--- src/rtl/pool_pkg.sv ---
// pool_pkg: shared types and constants for the pooling write-back path.
package pool_pkg;
    localparam int POOL_NUM_D = 16;
    localparam int DATA_W_D   = 8;
    localparam int ADDR_W_D   = 10;
    localparam int LANE_W     = $clog2(POOL_NUM_D);

    typedef struct packed {
        logic [ADDR_W_D-1:0] addr;
        logic [DATA_W_D-1:0] data;
    } fifo_entry_t;

    typedef enum logic [1:0] {IDLE, COLLECT, FLUSH, DONE} wb_state_e;
endpackage

--- src/rtl/pool_wb_fifo.sv ---
// pool_wb_fifo: per-lane synchronous FIFO; pushes into a full FIFO survive only with a same-edge pop.
// POOL_WB_OVERFLOW_EN adds a sticky overflow flag for dropped pushes.
module pool_wb_fifo #(
    parameter int W     = 18,
    parameter int DEPTH = 4
) (
    input  logic         clk,
    input  logic         rst,
    input  logic         i_push,
    input  logic         i_pop,
    input  logic [W-1:0] i_data,
    output logic [W-1:0] o_data,
    output logic         o_empty,
    output logic         o_overflow
);
    localparam int AW = $clog2(DEPTH);
    logic [W-1:0] r_mem [DEPTH];
    logic [AW:0]  r_wr, r_rd;
    logic         w_full, w_push, w_pop;
    assign o_empty = r_wr == r_rd;
    assign w_full  = (r_wr[AW] != r_rd[AW]) && (r_wr[AW-1:0] == r_rd[AW-1:0]);
    assign w_pop   = i_pop && !o_empty;
    assign w_push  = i_push && (!w_full || w_pop);
    assign o_data  = r_mem[r_rd[AW-1:0]];
    always_ff @(posedge clk or posedge rst)
        if (rst) begin
            r_wr <= '0;
            r_rd <= '0;
        end else begin
            if (w_push) r_wr <= r_wr + (AW+1)'(1);
            if (w_pop)  r_rd <= r_rd + (AW+1)'(1);
        end
    always_ff @(posedge clk)
        if (w_push) r_mem[r_wr[AW-1:0]] <= i_data;
`ifdef POOL_WB_OVERFLOW_EN
    logic r_ovf;
    always_ff @(posedge clk or posedge rst)
        if (rst) r_ovf <= 1'b0;
        else if (i_push && !w_push) r_ovf <= 1'b1;
    assign o_overflow = r_ovf;
`else
    assign o_overflow = 1'b0;
`endif
endmodule

--- src/rtl/pool_writeback.sv ---
// pool_writeback: drains 16 pooling-lane FIFOs round-robin into one registered buffer write port.
// POOL_WB_OVERFLOW_EN enables sticky per-lane overflow_o.
module pool_writeback
    import pool_pkg::*;
#(
    parameter int POOL_NUM      = POOL_NUM_D,
    parameter int DATA_WIDTH    = DATA_W_D,
    parameter int ADDRESS_WIDTH = ADDR_W_D,
    parameter int FIFO_DEPTH    = 4
) (
    input  logic                              clk,
    input  logic                              rst,
    input  logic [POOL_NUM-1:0]               pool_last_i,
    input  logic [POOL_NUM-1:0]               pool_valid_i,
    input  logic [DATA_WIDTH*POOL_NUM-1:0]    pool_result_i,
    input  logic [ADDRESS_WIDTH*POOL_NUM-1:0] pool_result_address_i,
    input  logic                              buf_ready_i,
    output logic                              buf_wr_en_o,
    output logic [ADDRESS_WIDTH+LANE_W-1:0]   buf_addr_o,
    output logic [DATA_WIDTH-1:0]             buf_data_o,
    output logic                              busy_o,
    output logic                              done_o,
    output logic [POOL_NUM-1:0]               overflow_o
);
    wb_state_e                       r_state;
    logic [POOL_NUM-1:0]             r_last, w_empty, w_pop;
    fifo_entry_t                     w_in [POOL_NUM];
    fifo_entry_t                     w_out [POOL_NUM];
    logic [LANE_W-1:0]               r_rr, w_gnt, w_idx;
    logic                            w_gnt_vld, w_load, w_flush_done;
    logic                            r_wr_en;
    logic [ADDRESS_WIDTH+LANE_W-1:0] r_addr;
    logic [DATA_WIDTH-1:0]           r_data;

    assign w_load = !r_wr_en || buf_ready_i;

    for (genvar k = 0; k < POOL_NUM; k++) begin : g_lane
        assign w_in[k]  = '{addr: pool_result_address_i[k*ADDRESS_WIDTH +: ADDRESS_WIDTH],
                            data: pool_result_i[k*DATA_WIDTH +: DATA_WIDTH]};
        assign w_pop[k] = w_load && w_gnt_vld && (w_gnt == LANE_W'(k));
        pool_wb_fifo #(.W($bits(fifo_entry_t)), .DEPTH(FIFO_DEPTH)) u_fifo (
            .clk        (clk),
            .rst        (rst),
            .i_push     (pool_valid_i[k]),
            .i_pop      (w_pop[k]),
            .i_data     (w_in[k]),
            .o_data     (w_out[k]),
            .o_empty    (w_empty[k]),
            .o_overflow (overflow_o[k])
        );
    end

    // Scan from the far end so the lane closest to r_rr is the last (winning) assignment.
    always_comb begin
        w_gnt     = '0;
        w_gnt_vld = 1'b0;
        w_idx     = '0;
        for (int i = POOL_NUM - 1; i >= 0; i--) begin
            w_idx = r_rr + LANE_W'(i);
            if (!w_empty[w_idx]) begin
                w_gnt     = w_idx;
                w_gnt_vld = 1'b1;
            end
        end
    end

    assign w_flush_done = &w_empty && w_load && !(|pool_valid_i);

    always_ff @(posedge clk or posedge rst)
        if (rst) begin
            r_wr_en <= 1'b0;
            r_addr  <= '0;
            r_data  <= '0;
            r_rr    <= '0;
        end else if (w_load) begin
            r_wr_en <= w_gnt_vld;
            if (w_gnt_vld) begin
                r_addr <= {w_gnt, w_out[w_gnt].addr};
                r_data <= w_out[w_gnt].data;
                r_rr   <= w_gnt + LANE_W'(1);
            end
        end

    always_ff @(posedge clk or posedge rst)
        if (rst) begin
            r_state <= IDLE;
            r_last  <= '0;
        end else begin
            r_last <= (r_state == FLUSH && w_flush_done) ? '0 : r_last | pool_last_i;
            case (r_state)
                IDLE:    if (|pool_valid_i || |pool_last_i) r_state <= COLLECT;
                COLLECT: if (&r_last) r_state <= FLUSH;
                FLUSH:   if (w_flush_done) r_state <= DONE;
                default: r_state <= IDLE;
            endcase
        end

    assign buf_wr_en_o = r_wr_en;
    assign buf_addr_o  = r_addr;
    assign buf_data_o  = r_data;
    assign busy_o      = r_state != IDLE;
    assign done_o      = r_state == DONE;
endmodule

--- config.mk ---
export PLATFORM = sky130hd
export DESIGN_NAME = pool_writeback
export DESIGN_NICKNAME = d
export VERILOG_FILES = /design/src/rtl/pool_pkg.sv /design/src/rtl/pool_wb_fifo.sv /design/src/rtl/pool_writeback.sv
export SDC_FILE = /design/constraint.sdc
export NUM_CORES = 1
export LEC_CHECK = 0
export BUFFER_PORTS_ARGS = -buffer_cell sky130_fd_sc_hd__buf_2
export CAP_MARGIN = 0
export CORE_UTILIZATION = 55
export CTS_CLUSTER_DIAMETER = 30
export DETAILED_ROUTE_END_ITERATION = 8
export GPL_TIMING_DRIVEN = 0
export PLACE_DENSITY = 0.76
export SETUP_SLACK_MARGIN = 0.02
export SKIP_LAST_GASP = 1
export SLEW_MARGIN = 10
export SYNTH_ARGS = -nofsm -noshare
export SYNTH_HDL_FRONTEND = slang
export SYNTH_HIERARCHICAL = 1
export SYNTH_SLANG_ARGS = --single-unit
--- constraint.sdc ---
create_clock -name clk -period 6.5 [get_ports clk]
set_input_delay 0.325 -clock clk [delete_from_list [all_inputs] [get_ports clk]]
set_output_delay 0.325 -clock clk [all_outputs]
set_load 0.02 [all_outputs]
# After elaboration in Yosys (flattened, before gate mapping)
# Memory sizes are Yosys's and may differ from the RTL's.
# Index checks and enable logic that the tools add are counted.
# totals
regBits	141
ramBits	1152
input_bits	323
word_cells	423
mem_count	16
# classes
n_addsub	48
magnitude_cmp	17
n_eq_ne	69
muxes	104
bitwise_logic	2
reduce_logical	129
# memory_table
name	depth	width	read_ports	rd_clocked_by_memory_dff	wr	line_no	rtl
g_lane[0].u_fifo.r_mem	4	18	1	0	1	pool_wb_fifo.sv:17	logic [W-1:0] r_mem [DEPTH];
g_lane[10].u_fifo.r_mem	4	18	1	0	1	pool_wb_fifo.sv:17	
g_lane[11].u_fifo.r_mem	4	18	1	0	1	pool_wb_fifo.sv:17	
g_lane[12].u_fifo.r_mem	4	18	1	0	1	pool_wb_fifo.sv:17	
g_lane[13].u_fifo.r_mem	4	18	1	0	1	pool_wb_fifo.sv:17	
g_lane[14].u_fifo.r_mem	4	18	1	0	1	pool_wb_fifo.sv:17	
+10 memories	--	--	--	--	--	--	
# ops
op	n
adder 3 x 1 -> 3 bit, second input constant	32
< comparator 4 x 5 -> 1 bit, second input constant	16
binary-select mux 18 bit (select 4 bit)	1
logical AND 1 bit	68
binary-select mux 1 bit (select 4 bit)	16
two-way mux 1 bit	64
two-way mux 4 bit	16
== test 3 bit	16
two-way mux 18 bit	2
zero test 1 bit	34
adder 4 bit, second input constant	8
== test 2 bit	16
== test 4 bit, second input constant	8
AND reduction 16 bit	2
OR reduction 16 bit	2
logical OR 1 bit	18
adder 4 x 3 -> 4 bit, second input constant	4
== test 4 x 3 -> 1 bit, second input constant	4
two-way mux 16 bit	1
!= test 1 bit	16
bitwise OR 16 bit	1
adder 4 x 1 -> 4 bit, second input constant	2
adder 4 x 2 -> 4 bit, second input constant	2
== test 4 x 2 -> 1 bit, second input constant	2
13 further kinds	18

# Logic depth before layout (Yosys ltp)
# logic_depth
word_depth	26
mapped_depth	24

# Modules after synthesis
# The synthesis kept the hierarchy.
# by_module_without_submodules
module	instances	cells_per_inst	area_each_um2	seq_area_each_um2
pool_wb_fifo (g_lane[0].u_fifo ...)	14	139	3059.2	2312.2
pool_writeback	1	827	7606.0	1126.1
pool_wb_fifo (g_lane[10].u_fifo ...)	2	139	3057.9	2312.2

# Worst setup path before layout
# Ideal clock, no wire load.
# synth_path
path_kind	reg-to-reg
startpoint	register r_rr[1]
endpoint	memory g_lane[9].u_fifo.r_mem[3][0], enable pin
setup_ps	399
arrival_ps	6038
t_required_ps	6101
setup_slack_ps	63
path_stages_with_launch	24
period_less_slack_ps	6437
cell_sequence	dfrtp_1 > buf_4 > buf_2 > buf_2 > inv_1 > ha_1 > buf_6 > mux4_2 > mux2i_2 > mux2_4 > buf_4 > nor3_1 > or2_0 > o41a_1 > o21a_1 > buf_4 > buf_6 > buf_2 > inv_1 > ha_1 > nand2_1 > nor3_1 > nor3_1 > a21oi_1
# synth_between
elab_chain_len	26
elab_cells_between_ends	87
cone_classes	add/sub: 15; eq/ne: 1; mux: 66; reduce/logical: 5
# synth_rtl
item	line_no	rtl
from (decl)	pool_writeback.sv:29	logic [LANE_W-1:0] r_rr, w_gnt, w_idx;
from (signal assigned)	pool_writeback.sv:80	r_rr <= w_gnt + LANE_W'(1);
adder 4 bit	pool_writeback.sv:59	w_idx = r_rr + LANE_W'(i);
binary-select mux 1 bit (select 4 bit)	pool_writeback.sv:60	if (!w_empty[w_idx]) begin
two-way mux 1 bit (not written as such)	pool_writeback.sv:60	
two-way mux 4 bit or two-way mux 1 bit (tied branches) (16 in series)	pool_writeback.sv:60	
== test 4 bit or logical AND 1 bit (tied branches)	pool_writeback.sv:40	assign w_pop[k] = w_load && w_gnt_vld && (w_gnt == LANE_W'(k));
logical AND 1 bit (*)	pool_writeback.sv:40	
net w_pop[9]	pool_writeback.sv:26	logic [POOL_NUM-1:0] r_last, w_empty, w_pop;
logical AND 1 bit (*)	pool_wb_fifo.sv:22	assign w_pop = i_pop && !o_empty;
logical OR 1 bit (*)	pool_wb_fifo.sv:23	assign w_push = i_push && (!w_full || w_pop);
logical AND 1 bit (*)	pool_wb_fifo.sv:23	
two-way mux 1 bit (*)	pool_wb_fifo.sv:34	if (w_push) r_mem[r_wr[AW-1:0]] <= i_data;
two-way mux 1 bit (not written as such) (*)	pool_wb_fifo.sv:34	
to (decl)	pool_wb_fifo.sv:17	
# Mark *: on every way through the listed nets, which the timed path passes. The rest lies on a longest branch. The select of a mux whose other input is x is not followed.

# Worst setup path in the final report
# layout_path
startpoint	register r_rr[1]
endpoint	memory g_lane[13].u_fifo.r_mem[1][13], enable pin
# layout_between
elab_chain_len	26
elab_cells_between_ends	87
cone_classes	add/sub: 15; eq/ne: 1; mux: 66; reduce/logical: 5
# layout_rtl
item	line_no
adder 4 bit	pool_writeback.sv:59
binary-select mux 1 bit (select 4 bit)	pool_writeback.sv:60
two-way mux 1 bit (not written as such)	pool_writeback.sv:60
two-way mux 4 bit or two-way mux 1 bit (tied branches) (16 in series)	pool_writeback.sv:60
== test 4 bit or logical AND 1 bit (tied branches)	pool_writeback.sv:40
logical AND 1 bit (*)	pool_writeback.sv:40
net w_pop[13]	pool_writeback.sv:26
logical AND 1 bit (*)	pool_wb_fifo.sv:22
logical OR 1 bit (*)	pool_wb_fifo.sv:23
logical AND 1 bit (*)	pool_wb_fifo.sv:23
two-way mux 1 bit (*)	pool_wb_fifo.sv:34
two-way mux 1 bit (not written as such) (*)	pool_wb_fifo.sv:34
to (decl)	pool_wb_fifo.sv:17
# Marked as above.

==> summary.txt <==
Setup path
  – Critical Path Max Stage Delay: 0.57 ns
  – Cells along the critical path: buf_6 -> buf_6 -> buf_6 -> clkinvlp_4 -> ha_1 -> buf_6 -> mux4_2 -> mux2i_4 -> mux2_4 -> buf_4 -> nor3_1 -> or2_0 -> o41a_1 -> o21a_1 -> buf_4 -> buf_6 -> buf_2 -> clkinvlp_4 -> ha_1 -> and3_2 -> o41ai_4 -> buf_4 -> nor2_2 -> buf_16
  – CP endpoint kind: flip-flop
  – Critical path class: flip-flop to flip-flop
  – CP max-delay cell: mux4_2
  – Critical path required time: 7.00 ns
  – Crit path top cell by count: buf_6
  – Worst EP arrival: 6.88 ns
  – CP Max Fanout: 14
  – CP Launch Type: flip-flop

STA
  – Normalized max-slew margin: 9.58%
  – Slew Limit Fails: 0
  – Setup TNS: 0 ns
  – Setup violators final: 0
  – Worst-Margin Slew: 1.34 ns
  – Minimum clock period: 6.38 ns
  – Layout Skew: 0.0326 ns
  – Tcrit/Tclk final: 98.1%
  – RSZ-0062 raised after global routing: false
  – Final Hold Fails: 0
  – Fmax: 157 MHz
  – WHS: 0.268 ns

Pwr
  – Power Dens Cells: 583 nW/µm²
  – Lkg Pwr: 26.8 nW
  – Max VDD drop: 0.000397 V

Min path
  – Hold Crit Class: primary input to flip-flop

Global route
  – First-pass GRT wire length: 233,000 µm
  – Vias in the first global route: 35.5k
  – Antenna violations before repair: 20
  – Largest net degree at the start of global routing: 26
  – Gr usage total: 31.2%
  – GR Overflow Total: 0

Yosys
  – Post-synth EDFFs: 1,152
  – Mapped Cells: 3,051
  – Yosys warns: 6
  – Mapped Area: 56,600 µm²
  – Synth top cells by count: edfxtp_1 (1,152), mux4_2 (320), mux2i_1 (165), dfrtp_1 (141), nor2_1 (135)
  – Register area share after synthesis: 67.4%
  – Dominant cell type by area after synthesis: edfxtp_1
  – Ys async rst share: 10.9%
  – Seq cells post-synth: 1,293
  – Most frequent cell after synthesis: edfxtp_1
  – Post-synth cell types: 95
  – Top post-synthesis cells by area: edfxtp_1 (61%), mux4_2 (13%), dfrtp_1 (6.2%)
  – Area fraction of the dominant cell type after synthesis: 61.2%
  – Synthesized Nets: 3,469
  – Ys flop type: edfxtp_1
  – Syn Area/Cell: 18.5 µm²

Drt
  – Residual DRC count: 0
  – Initial drt markers: 3,620
  – Initial DRT Pass Iterations: 5
  – WL per Instance: 28.6 µm
  – Antenna Nets Post-Route: 0
  – Routed WL: 162,000 µm
  – Vias per cell: 6.03
  – Total number of vias: 34.3k

Layout
  – Final Core Density: 72.3%
  – Final layout net count: 4,515
  – Layout Area Growth over Synthesis: 30.3%
  – Non-filler cells, final: 5,685
  – Final-layout fill cell count: 5,929
  – Layout cells sized above 1: 37.3%

Placed design
  – Placer Congestion: 0.979
  – Dpl cells: 4,831
  – Port Buffers: 347
  – HPWL Detailed: 106,000 µm

Floorplan
  – Chip height: 323 µm
  – Core Region: 102,000 µm²
  – Die Area: 104,000 µm²
  – Die width: 323 µm
  – IO Pins: 364
  – Core Rows: 117
  – Initial Util: 55.5%

Clock network
  – CTS Sinks: 1,293
  – CTS Buf Count: 229
  – H-tree depth: 4
  – Root Driver: clkbuf_16
  – CTS tree: yes
  – Clk slew on worst S/H paths: 0.05 ns
  – Clk Latency, worst-skew pair: 0.82 ns
  – Max Buffers Root-to-Sink: 3

Outcome
  – Status: finished, final reports clean

Job
  – Maxcap violations: 0
kinds of logic after synthesis:
| group | after synthesis | synth area share [%] |
|---|---|---|
| flops | 1293 | 67.4 |
| other cells | 16 | 0.106 |
| xor+xnor | 111 | 2.23 |
| simple gates | 418 | 3.43 |
| mux | 579 | 17.7 |
| fa+ha+maj | 95 | 2.10 |
| buf+inv | 253 | 2.48 |
| compound gates | 286 | 4.52 |
metal layers:
metal | global-route usage, % | wire length (µm) | vias to the layer above | part of all wire (%)
met5 | 0 | 147 | - | 0.091
met4 | 12.0 | 6300 | 22 | 3.9
met3 | 7.85 | 14200 | 344 | 8.7
met2 | 51.3 | 81000 | 1778 | 50
met1 | 40.1 | 60700 | 17719 | 37
li1 | - | - | 14445 | -
critical path, delay by kind of cell, from the launching register on:
family,cells,cell delay (ns)
mux,3,1.07
simple gates,4,0.98
buf+inv,12,2.28
flops,1,0.42
compound gates,3,0.73
fa+ha+maj,2,0.55
power by group:
| part | leakage, nW | total [mW] | switching (mW) | internal [mW] |
|---|---|---|---|---|
| logic | 10.8 | 18.7 | 11.5 | 7.17 |
| clock network | 3.82 | 12.1 | 4.35 | 7.79 |
| registers | 12.2 | 12.1 | 0.915 | 11.2 |
| total | 26.8 | 42.9 | 16.8 | 26.1 |
flip-flops by register name, summed over array words and instances (netlist names):
register	cells
buf_addr_o	14
r_rr	4
g_lane.u_fifo/r_rd	48
g_lane.u_fifo/r_mem	1152
r_state	2
g_lane.u_fifo/r_wr	48
buf_wr_en_o	1
r_last	16
buf_data_o	8
stage by stage:
stage          total power [mW]  cell area [µm²]  setup slack, ns
6_report                   42.9            73700            0.121
5_1_grt                    44.2            73700           0.0104
4_1_cts                    42.3            73400          0.00386
3_5_place_dp               29.2            61200            -1.68
3_3_place_gp               28.5            60000            -2.64
2_1_floorplan              22.9            56600           0.0628
cells in the final DEF (no fill, tap or decap), types with 23 or more instances in the layout:
cell type         n
buf_4           140
nor3_1           43
a21oi_1          24
mux4_2          320
mux2_1           23
buf_8            46
inv_6            27
clkinv_2         34
xor2_2           34
edfxtp_1       1152
mux2i_1         162
bufinv_16        28
clkinv_4         25
clkinvlp_4       33
a22oi_1          30
clkbuf_16       233
inv_1           103
ha_1             94
nor2_4           43
xnor2_1          53
buf_2           388
o31ai_1          32
nand2_1         123
mux2_2           48
dlygate4sd3_1   322
nor2_1           79
clkbuf_1         38
buf_6            30
dfrtp_1         141
worst paths after layout:
path                                                start                             end  slack [ns]  cells after the start
worst max-delay path                              r_rr[1]  g_lane[13].u_fifo/r_mem[1][13]        0.12                     24
worst min-delay path            pool_result_address_i[84]   g_lane[8].u_fifo/r_mem[2][12]        0.27                      2
worst max register to register                    r_rr[1]  g_lane[13].u_fifo/r_mem[1][13]        0.12                     24
worst min register to register                  r_last[4]                       r_last[4]        0.49                      2
max in group asynchronous                             rst                   buf_addr_o[6]        5.35                      4
min in group asynchronous                             rst        g_lane[8].u_fifo/r_rd[2]        0.47                      3
cell type report:
class | instances | area [µm²] | share of cell area [%]
Clock inverter | 174 | 2000 | 2.72
Multi-Input combinational cell | 1505 | 17700 | 24.1
Timing Repair Buffer | 816 | 6650 | 9.02
Inverter | 110 | 424 | 0.576
Sequential cell | 1293 | 38100 | 51.7
Clock buffer | 263 | 5970 | 8.11
Tap cell | 1368 | 1710 | 2.32
Buffer | 142 | 1010 | 1.38
Antenna cell | 14 | 35.0 | 0.0476
repair_timing:
| item | in CTS | in global routing |
|---|---|---|
| hold buffers | 322 | 0 |
| setup endpoints to repair | 1258 | 1118 |
| gates resized for setup | 91 | 25 |
| pin swaps | 39 | 8 |
| buffers inserted | 66 | 16 |
| hold endpoints to repair | 1293 | 0 |
No activity file was read; power rests on OpenSTA's default activity.
